$ cat config.mk
export PLATFORM = sky130hd
export DESIGN_NAME = ifm_window_loader
export DESIGN_NICKNAME = d
export VERILOG_FILES = /design/src/rtl/ifm_pkg.sv /design/src/rtl/ifm_window_loader_bank.sv /design/src/rtl/ifm_window_loader.sv
export SDC_FILE = /design/constraint.sdc
export NUM_CORES = 1
export LEC_CHECK = 0
export CORE_MARGIN = 3
export CORE_UTILIZATION = 61
export DETAILED_ROUTE_END_ITERATION = 10
export GPL_TIMING_DRIVEN = 0
export PLACE_DENSITY = 0.9
export REMOVE_ABC_BUFFERS = 1
export SLEW_MARGIN = 10
export SYNTH_ARGS = -nofsm -noshare
export SYNTH_HDL_FRONTEND = slang
export SYNTH_SLANG_ARGS = --single-unit
$ cat constraint.sdc
create_clock -name i_clk -period 3.8 [get_ports i_clk]
set_input_delay 0.38 -clock i_clk [delete_from_list [all_inputs] [get_ports i_clk]]
set_output_delay 0.38 -clock i_clk [all_outputs]
set_load 0.05 [all_outputs]
$ cat src/rtl/ifm_pkg.sv
// Shared constants, FSM state type and window index helper for the IFM window loader.
package ifm_pkg;

    localparam int NUM_PIX = 32;
    localparam int PIX_W   = 4;
    localparam int CNT_W   = 5;
    localparam int OFM_W   = 13;

    typedef enum logic {
        IDLE = 1'b0,
        FILL = 1'b1
    } state_t;

    // Flat slot of a window element: ch*16 + row*4 + col.
    function automatic logic [CNT_W-1:0] pix_index(input logic       ch,
                                                   input logic [1:0] row,
                                                   input logic [1:0] col);
        return CNT_W'(ch) * CNT_W'(16) + CNT_W'(row) * CNT_W'(4) + CNT_W'(col);
    endfunction

endpackage

$ cat src/rtl/ifm_window_loader_bank.sv
// One ping-pong bank: NUM_PIX x PIX_W register file, indexed write, flat read-out.
module ifm_bank
    import ifm_pkg::*;
(
    input  logic                     i_clk,
    input  logic                     i_rst,
    input  logic                     i_we,
    input  logic [CNT_W-1:0]         i_idx,
    input  logic [PIX_W-1:0]         i_data,
    output logic [NUM_PIX*PIX_W-1:0] o_flat
);

    logic [NUM_PIX-1:0][PIX_W-1:0] r_mem;

    always_ff @(posedge i_clk) begin
        if (i_rst)
            r_mem <= '0;
        else if (i_we)
            r_mem[i_idx] <= i_data;
    end

    assign o_flat = r_mem;

endmodule

$ cat src/rtl/ifm_window_loader.sv
// Packs a serial 4-bit pixel stream into 128-bit convolution windows via ping-pong banks.
// Optional IFM_LOADER_STAT_EN adds window / abort counters.
module ifm_window_loader
    import ifm_pkg::*;
(
    input  logic                     i_clk,
    input  logic                     i_rst,
    input  logic                     i_en,
    input  logic                     i_pix_valid,
    input  logic [PIX_W-1:0]         i_pix_data,
    input  logic                     i_pix_sof,
    output logic                     o_pix_ready,
    output logic                     o_conv_valid,
    output logic [NUM_PIX*PIX_W-1:0] o_ifm_flat,
    output logic                     o_err_abort
`ifdef IFM_LOADER_STAT_EN
   ,output logic [15:0]              o_win_cnt,
    output logic [7:0]               o_abort_cnt
`endif
);

    state_t              r_state;
    logic [CNT_W-1:0]    r_idx;
    logic                r_wbank;
    logic                r_have;
    logic                r_ready;
    logic                r_conv_valid;
    logic                r_err;

    logic                w_acc;
    logic                w_resync;
    logic                w_done;
    logic [CNT_W-1:0]    w_slot;
    logic [NUM_PIX*PIX_W-1:0] w_flat0;
    logic [NUM_PIX*PIX_W-1:0] w_flat1;

    assign w_acc    = i_pix_valid & r_ready;
    assign w_resync = w_acc & i_pix_sof & (r_idx != '0);
    assign w_done   = w_acc & ~i_pix_sof & (r_idx == CNT_W'(NUM_PIX-1));
    // A sof beat always restarts at slot 0, dropping any partial window.
    assign w_slot   = ((r_state == IDLE) || i_pix_sof) ? '0 : r_idx;

    ifm_bank u_bank0 (
        .i_clk  (i_clk),
        .i_rst  (i_rst),
        .i_we   (w_acc & ~r_wbank),
        .i_idx  (w_slot),
        .i_data (i_pix_data),
        .o_flat (w_flat0)
    );

    ifm_bank u_bank1 (
        .i_clk  (i_clk),
        .i_rst  (i_rst),
        .i_we   (w_acc & r_wbank),
        .i_idx  (w_slot),
        .i_data (i_pix_data),
        .o_flat (w_flat1)
    );

    always_ff @(posedge i_clk) begin
        if (i_rst) begin
            r_state      <= IDLE;
            r_idx        <= '0;
            r_wbank      <= 1'b0;
            r_have       <= 1'b0;
            r_ready      <= 1'b0;
            r_conv_valid <= 1'b0;
            r_err        <= 1'b0;
        end else begin
            r_ready      <= i_en;
            r_conv_valid <= w_done;
            r_err        <= w_resync;
            if (w_acc) begin
                if (w_done) begin
                    r_idx   <= '0;
                    r_wbank <= ~r_wbank;
                    r_have  <= 1'b1;
                    r_state <= IDLE;
                end else begin
                    r_idx   <= w_slot + CNT_W'(1);
                    r_state <= FILL;
                end
            end
        end
    end

    // The completed bank is the one not being written; it is untouched until the next toggle.
    assign o_ifm_flat   = !r_have ? '0 : (r_wbank ? w_flat0 : w_flat1);
    assign o_pix_ready  = r_ready;
    assign o_conv_valid = r_conv_valid;
    assign o_err_abort  = r_err;

`ifdef IFM_LOADER_STAT_EN
    logic [15:0] r_win_cnt;
    logic [7:0]  r_abort_cnt;

    always_ff @(posedge i_clk) begin
        if (i_rst) begin
            r_win_cnt   <= '0;
            r_abort_cnt <= '0;
        end else begin
            if (r_conv_valid)
                r_win_cnt <= r_win_cnt + 16'd1;
            if (r_err && (r_abort_cnt != 8'hFF))
                r_abort_cnt <= r_abort_cnt + 8'd1;
        end
    end

    assign o_win_cnt   = r_win_cnt;
    assign o_abort_cnt = r_abort_cnt;
`endif

endmodule

# ---- Yosys cells after proc, flatten, opt, wreduce, memory -nomap -nowiden
# Index checks and enable logic that the tools add are counted.
dict set report word_totals {
  regBits 267
  latch_bits 0
  mem_bits_rw 0
  rom_bits 0
  inputBits 9
  out_inout_bits 131
  word_cells 98
  memories 0
}
dict set report classes {
  addsub 1
  n_mul 0
  div 0
  n_lt_le_gt_ge 2
  eq_ne 1
  n_shift 0
  muxes 9
  n_bitwise 10
  reduce_logical 4
}
# op count
set ops {}
lappend ops {{128-bit bitwise mux} 2}
lappend ops {{128-bit two-way mux} 2}
lappend ops {{4-bit demux with 5-bit select} 1}
lappend ops {{5-bit two-way mux} 2}
lappend ops {{1-bit bitwise AND} 7}
lappend ops {{5-bit by 6-bit less-than comparator with 1-bit output (second input constant)} 1}
lappend ops {{5-bit by 1-bit adder with 5-bit output (second input constant)} 1}
lappend ops {{5-bit equality test (second input constant)} 1}
lappend ops {{5-bit by 1-bit greater-or-equal comparator with 1-bit output (second input constant)} 1}
lappend ops {{5-bit nonzero test} 1}
lappend ops {{4-bit two-way mux} 1}
lappend ops {{1-bit NOT} 3}
lappend ops {{2-bit AND reduction} 1}
lappend ops {{1-bit logical AND} 1}
lappend ops {{1-bit logical OR} 1}
lappend ops {{1-bit two-way mux} 1}

# ---- Longest topological paths before layout
dict set report logic_depth {
  ltp_word 8
  ltp_mapped 9
  ltp_nobuf 8
}

# ---- Hierarchy
# Synthesis repeated with hierarchy kept, for this count alone.
dict set report unflattened {
  hier_cells 1274
  area_unflattened_um2 12833.6
}
# mod n_inst cells_per_inst area_per_inst_um2 seq_area_each_um2
set by_module_without_submodules {}
lappend by_module_without_submodules {{ifm_bank (u_bank1)} 1 462 5053.6 2562.5}
lappend by_module_without_submodules {{ifm_bank (u_bank0)} 1 462 5049.8 2562.5}
lappend by_module_without_submodules {ifm_window_loader 1 350 2730.1 220.2}

# ---- Worst setup path after synthesis
# No wires, ideal clock.
dict set report synth_timing {
  kind {reg2reg}
  start {register r_state}
  end {register u_bank0.r_mem, in the netlist u_bank0.o_flat[72]}
  setup_time_ns 0.128
  t_arrival_ns 2.354
  required_ns 3.672
  slack_ns 1.318
  stages_incl_launch_ff 9
  synth_period_minus_slack_ns 2.482
  path_cell_list {dfxtp_1 and2b_1 buf_2 and2_1 ha_1 nand4b_2 nor3_2 mux2i_1 nor2_1}
}
dict set report synth_between {
  elab_chain_len 8
  elab_cells_between_ends 9
  classes_between {order compare (2); mux (4); bitwise (1); reduce/logical (2)}
}
# element line_no
set synth_rtl {}
lappend synth_rtl {{start: declaration} ifm_window_loader.sv:22} ;# state_t r_state;
lappend synth_rtl {{start signal: assignment} ifm_window_loader.sv:63} ;# r_state <= IDLE;
lappend synth_rtl {{start signal: assignment} ifm_window_loader.sv:79} ;# r_state <= IDLE;
lappend synth_rtl {{start signal: assignment} ifm_window_loader.sv:82} ;# r_state <= FILL;
lappend synth_rtl {{1-bit NOT *} ifm_window_loader.sv:41} ;# assign w_slot = ((r_state == IDLE) || i_pix_sof) ? '0 : r_idx;
lappend synth_rtl {{1-bit logical OR *} ifm_window_loader.sv:41}
lappend synth_rtl {{5-bit two-way mux *} ifm_window_loader.sv:41}
lappend synth_rtl {{5-bit by 6-bit less-than comparator with 1-bit output (not written as such) or 5-bit by 1-bit greater-or-equal comparator with 1-bit output (tied branches)} ifm_window_loader_bank.sv:19} ;# r_mem[i_idx] <= i_data;
lappend synth_rtl {{1-bit logical AND (not written as such)} ifm_window_loader_bank.sv:19}
lappend synth_rtl {{4-bit two-way mux (not written as such)} ifm_window_loader_bank.sv:19}
lappend synth_rtl {{4-bit demux with 5-bit select *} --}
lappend synth_rtl {{128-bit bitwise mux *} ifm_window_loader_bank.sv:19}
lappend synth_rtl {{end signal: indexed assignment} ifm_window_loader_bank.sv:19}
lappend synth_rtl {{end: declaration} ifm_window_loader_bank.sv:13} ;# logic [NUM_PIX-1:0][PIX_W-1:0] r_mem;
# Every way passes the cells marked *; elsewhere a longest branch is shown, timed or not.
# A chain may end at the register's enable or synchronous reset.

# ---- Worst setup path in the final report
dict set report layout_timing {
  start {register r_wbank}
  end {output port o_ifm_flat[3]}
}
dict set report layout_between {
  elab_chain_len 2
}
# element line_no
set layout_rtl {}
lappend layout_rtl {{start: declaration} ifm_window_loader.sv:24} ;# logic r_wbank;
lappend layout_rtl {{start signal: assignment} ifm_window_loader.sv:77} ;# r_wbank <= ~r_wbank;
lappend layout_rtl {{128-bit two-way mux (2 in series)} ifm_window_loader.sv:89} ;# assign o_ifm_flat = !r_have ? '0 : (r_wbank ? w_flat0 : w_flat1);
lappend layout_rtl {{end: declaration} ifm_window_loader.sv:14} ;# output logic [NUM_PIX*PIX_W-1:0] o_ifm_flat,
# No other way between the ends.

==> metrics.txt <==
CTS tree=built; post-synthesis sequential area ratio=41.8%; ys flop type=dfxtp_1; worst slack, placed=-0.0271 ns; Max Cap Viol=0; top cells by area, synth=dfxtp_1, mux2i_1, nor2b_1; Post-CTS Setup Bufs=0; Yosys top cell area share=41.8%; largest area contributor in the netlist=dfxtp_1; count of final max-slew check failures=0; #FFs+latches synth=~270; IO Count=140; DRC viols=0; largest net degree at the start of global routing=roughly 150; status=finished clean; Die W=roughly 150 um; Slowest cell on crit path=clkdlybuf4s50_1; Synth cell types=48; full die area=around 23,000 um^2; P_leak=between 4 and 5 nW; Setup CP Type=register to output pin; Final Total Pwr=5.59 mW; Synth top cells by count=mux2i_1, dfxtp_1, nor2_1; Initial Util=a little over three fifths; vias in the first global route=9,373; Slew HR=roughly 15%; CP max FO=38; Clock Skew=0.00859 ns; Post-Route WL=29,300 um; Avg WL per Cell=~18 um; hold violation total from the final report=0; first-pass GRT wire length=roughly 47,000 um; n_diodes=0; Cells after DPL=roughly 1,600; # resized after CTS=0; P&R area growth vs syn=18.0%; P per Cell Area=370 nW/um^2; clk slew on worst S/H paths=~0.06 ns; final non-filler cell total=between 1,500 and 2,000; CP arrival=2.94 ns; proportion of layout cells with a drive suffix above 1=7.55%; final setup margin=~0.48 ns; critical path startpoint category=register; FP Rows=52; Fmax achieved=about 0.3 GHz; H-tree depth=1; Core Util, Final=around three quarters; CTS buffer count=27; setup repair after global routing missed its margin=false; clk sinks=approximately 270; Final min period=3.32 ns; GPL Wtd Cong=0.837; total grt overflow=0; drt first pass iters=5; CP max stage delay=approximately 0.85 ns; vias per cell=roughly 5.8; layout filler cell count=roughly 1,400; Worst Max-Slew Pin Slew=around 1.3 ns; vias=approximately 9,500; most common cell in the netlist=mux2i_1; Syn Area/Cell=9.90 um^2; critical path required time=approximately 3.4 ns; DP HPWL=18,000 um; fin crit share=87.4%; First DRT Iteration DRCs=approximately 560; Core Area=around 20,000 um^2; Syn. warnings=0; Final ANT Viol Nets=0; Post-synth ARST share=0%; worst IR drop on VDD=0.317 mV; Post-synth EDFFs=0; Worst path most repeated cell=buf_16; Final setup viols=0; Die Ht=about 150 um; Mapped Area=12,800 um^2; Min-Delay Path Class=primary input to register; Syn Inst Count=approximately 1,300; initial antenna violation count=0; post-layout net count=approximately 1,400; worst skew pair latency=between 0.5 and 0.6 ns; GRT Resource Usage Total=about a quarter; Worst Setup End Kind=output pin; CTS Hold Bufs=0; Buffers on Ports=between 100 and 150; Root Buffer=clkbuf_16; crit path cell chain=buf_16 -> buf_16 -> mux2i_1 -> nor2b_1 -> clkdlybuf4s50_1; clock buffer depth=3
critical path: cells and delay by family (launching register included):
| kind | cells | cell delay (ns) |
|---|---|---|
| DFF | 1 | 0.61 |
| muxes | 1 | 0.12 |
| and+or+nand+nor | 1 | 0.23 |
| buffers and inverters | 3 | 1.42 |
layout make-up:
cell class / instances / area [um^2] / share of cell area (%)
tap: 270 / 338 / 2.24
clock buffer: 38 / 767 / 5.08
inverter: 2 / 7.51 / 0.0498
sequential: 267 / 5350 / 35.5
timing repair buffer: 145 / 1540 / 10.2
multi-input combinational: 914 / 6970 / 46.2
clock inverter: 11 / 111 / 0.738
cells by family after synthesis:
family | after synthesis | synth area share (%)
xor gates and xnor gates | 2 | 0.137
buffers and inverters | 111 | 3.68
AOI/OAI and AO/OA | 116 | 5.63
muxes | 300 | 23.5
and+or+nand+nor | 493 | 25.0
DFF | 267 | 41.8
adders and majority gates | 3 | 0.294
final timing paths:
| kind | from | endpoint | slack, ns | cells past startpoint |
|---|---|---|---|---|
| max | r_wbank$_SDFFE_PP0P_ | o_ifm_flat[3] | 0.48 | 5 |
| min | i_rst | u_bank1.o_flat[57]$_SDFFE_PP0P_ | 0.30 | 2 |
| min reg2reg | u_bank0.o_flat[28]$_SDFFE_PP0P_ | u_bank0.o_flat[28]$_SDFFE_PP0P_ | 0.48 | 2 |
| max reg2reg | r_state$_SDFFE_PP0N_ | u_bank0.o_flat[68]$_SDFFE_PP0P_ | 0.66 | 8 |
stage by stage:
step,setup TNS [ns],cell area (um^2),hold WS (ns)
2_1_floorplan,-874.92,12300,0.447
3_3_place_gp,-1793.02,14100,0.460
3_5_place_dp,-0.0693,14200,0.464
4_1_cts,0,15100,0.332
5_1_grt,0,15100,0.361
6_report,0,15100,0.302
report_power, final:
| part | total (mW) | internal, mW | switching [mW] |
|---|---|---|---|
| Sequential | 2.81 | 2.80 | 0.00747 |
| Combinational | 0.153 | 0.0391 | 0.114 |
| Clock | 2.62 | 1.54 | 1.08 |
| Total | 5.59 | 4.38 | 1.20 |
state kept, by name, indices dropped and copies added (netlist names):
name            cells
u_bank0.o_flat    128
u_bank1.o_flat    128
r_idx               5
o_conv_valid        1
o_err_abort         1
o_pix_ready         1
r_have              1
r_state             1
r_wbank             1
layer usage:
metal  GRT usage (%)  up-vias  wire length [um]  share of wire (%)
met3            3.47       56              1460                5.0
li1                -     4594                 -                  -
met2            43.5      268             14300                 49
met1            32.9     4611             12800                 44
met4            6.98        0               785                2.7
met5               0        -                 0                  0
cells in the final DEF (no fill, tap or decap), types with 2 or more instances in the layout:
cell             count
mux2i_1            300
dfxtp_1            265
nor2_1             150
clkdlybuf4s50_1    134
nor2b_1            130
nand3b_1            86
o21ai_0             81
nand2b_1            39
clkbuf_16           27
nand3_1             15
nor3_4              13
nor4_4              11
a21oi_1             10
nand2_1              9
o21ai_1              9
o2111ai_1            8
nor3_2               7
clkinv_2             7
clkbuf_1             6
buf_16               6
clkbuf_8             5
a2111oi_4            4
nor3_1               4
buf_2                4
ha_1                 3
inv_1                2
and2_1               2
or3_1                2
nand4b_2             2
nor3b_2              2
and4b_1              2
nand4_2              2
xnor2_1              2
nand4_1              2
and4_1               2
bufinv_16            2
dfxtp_4              2
Power figures use the tool's default switching activity.
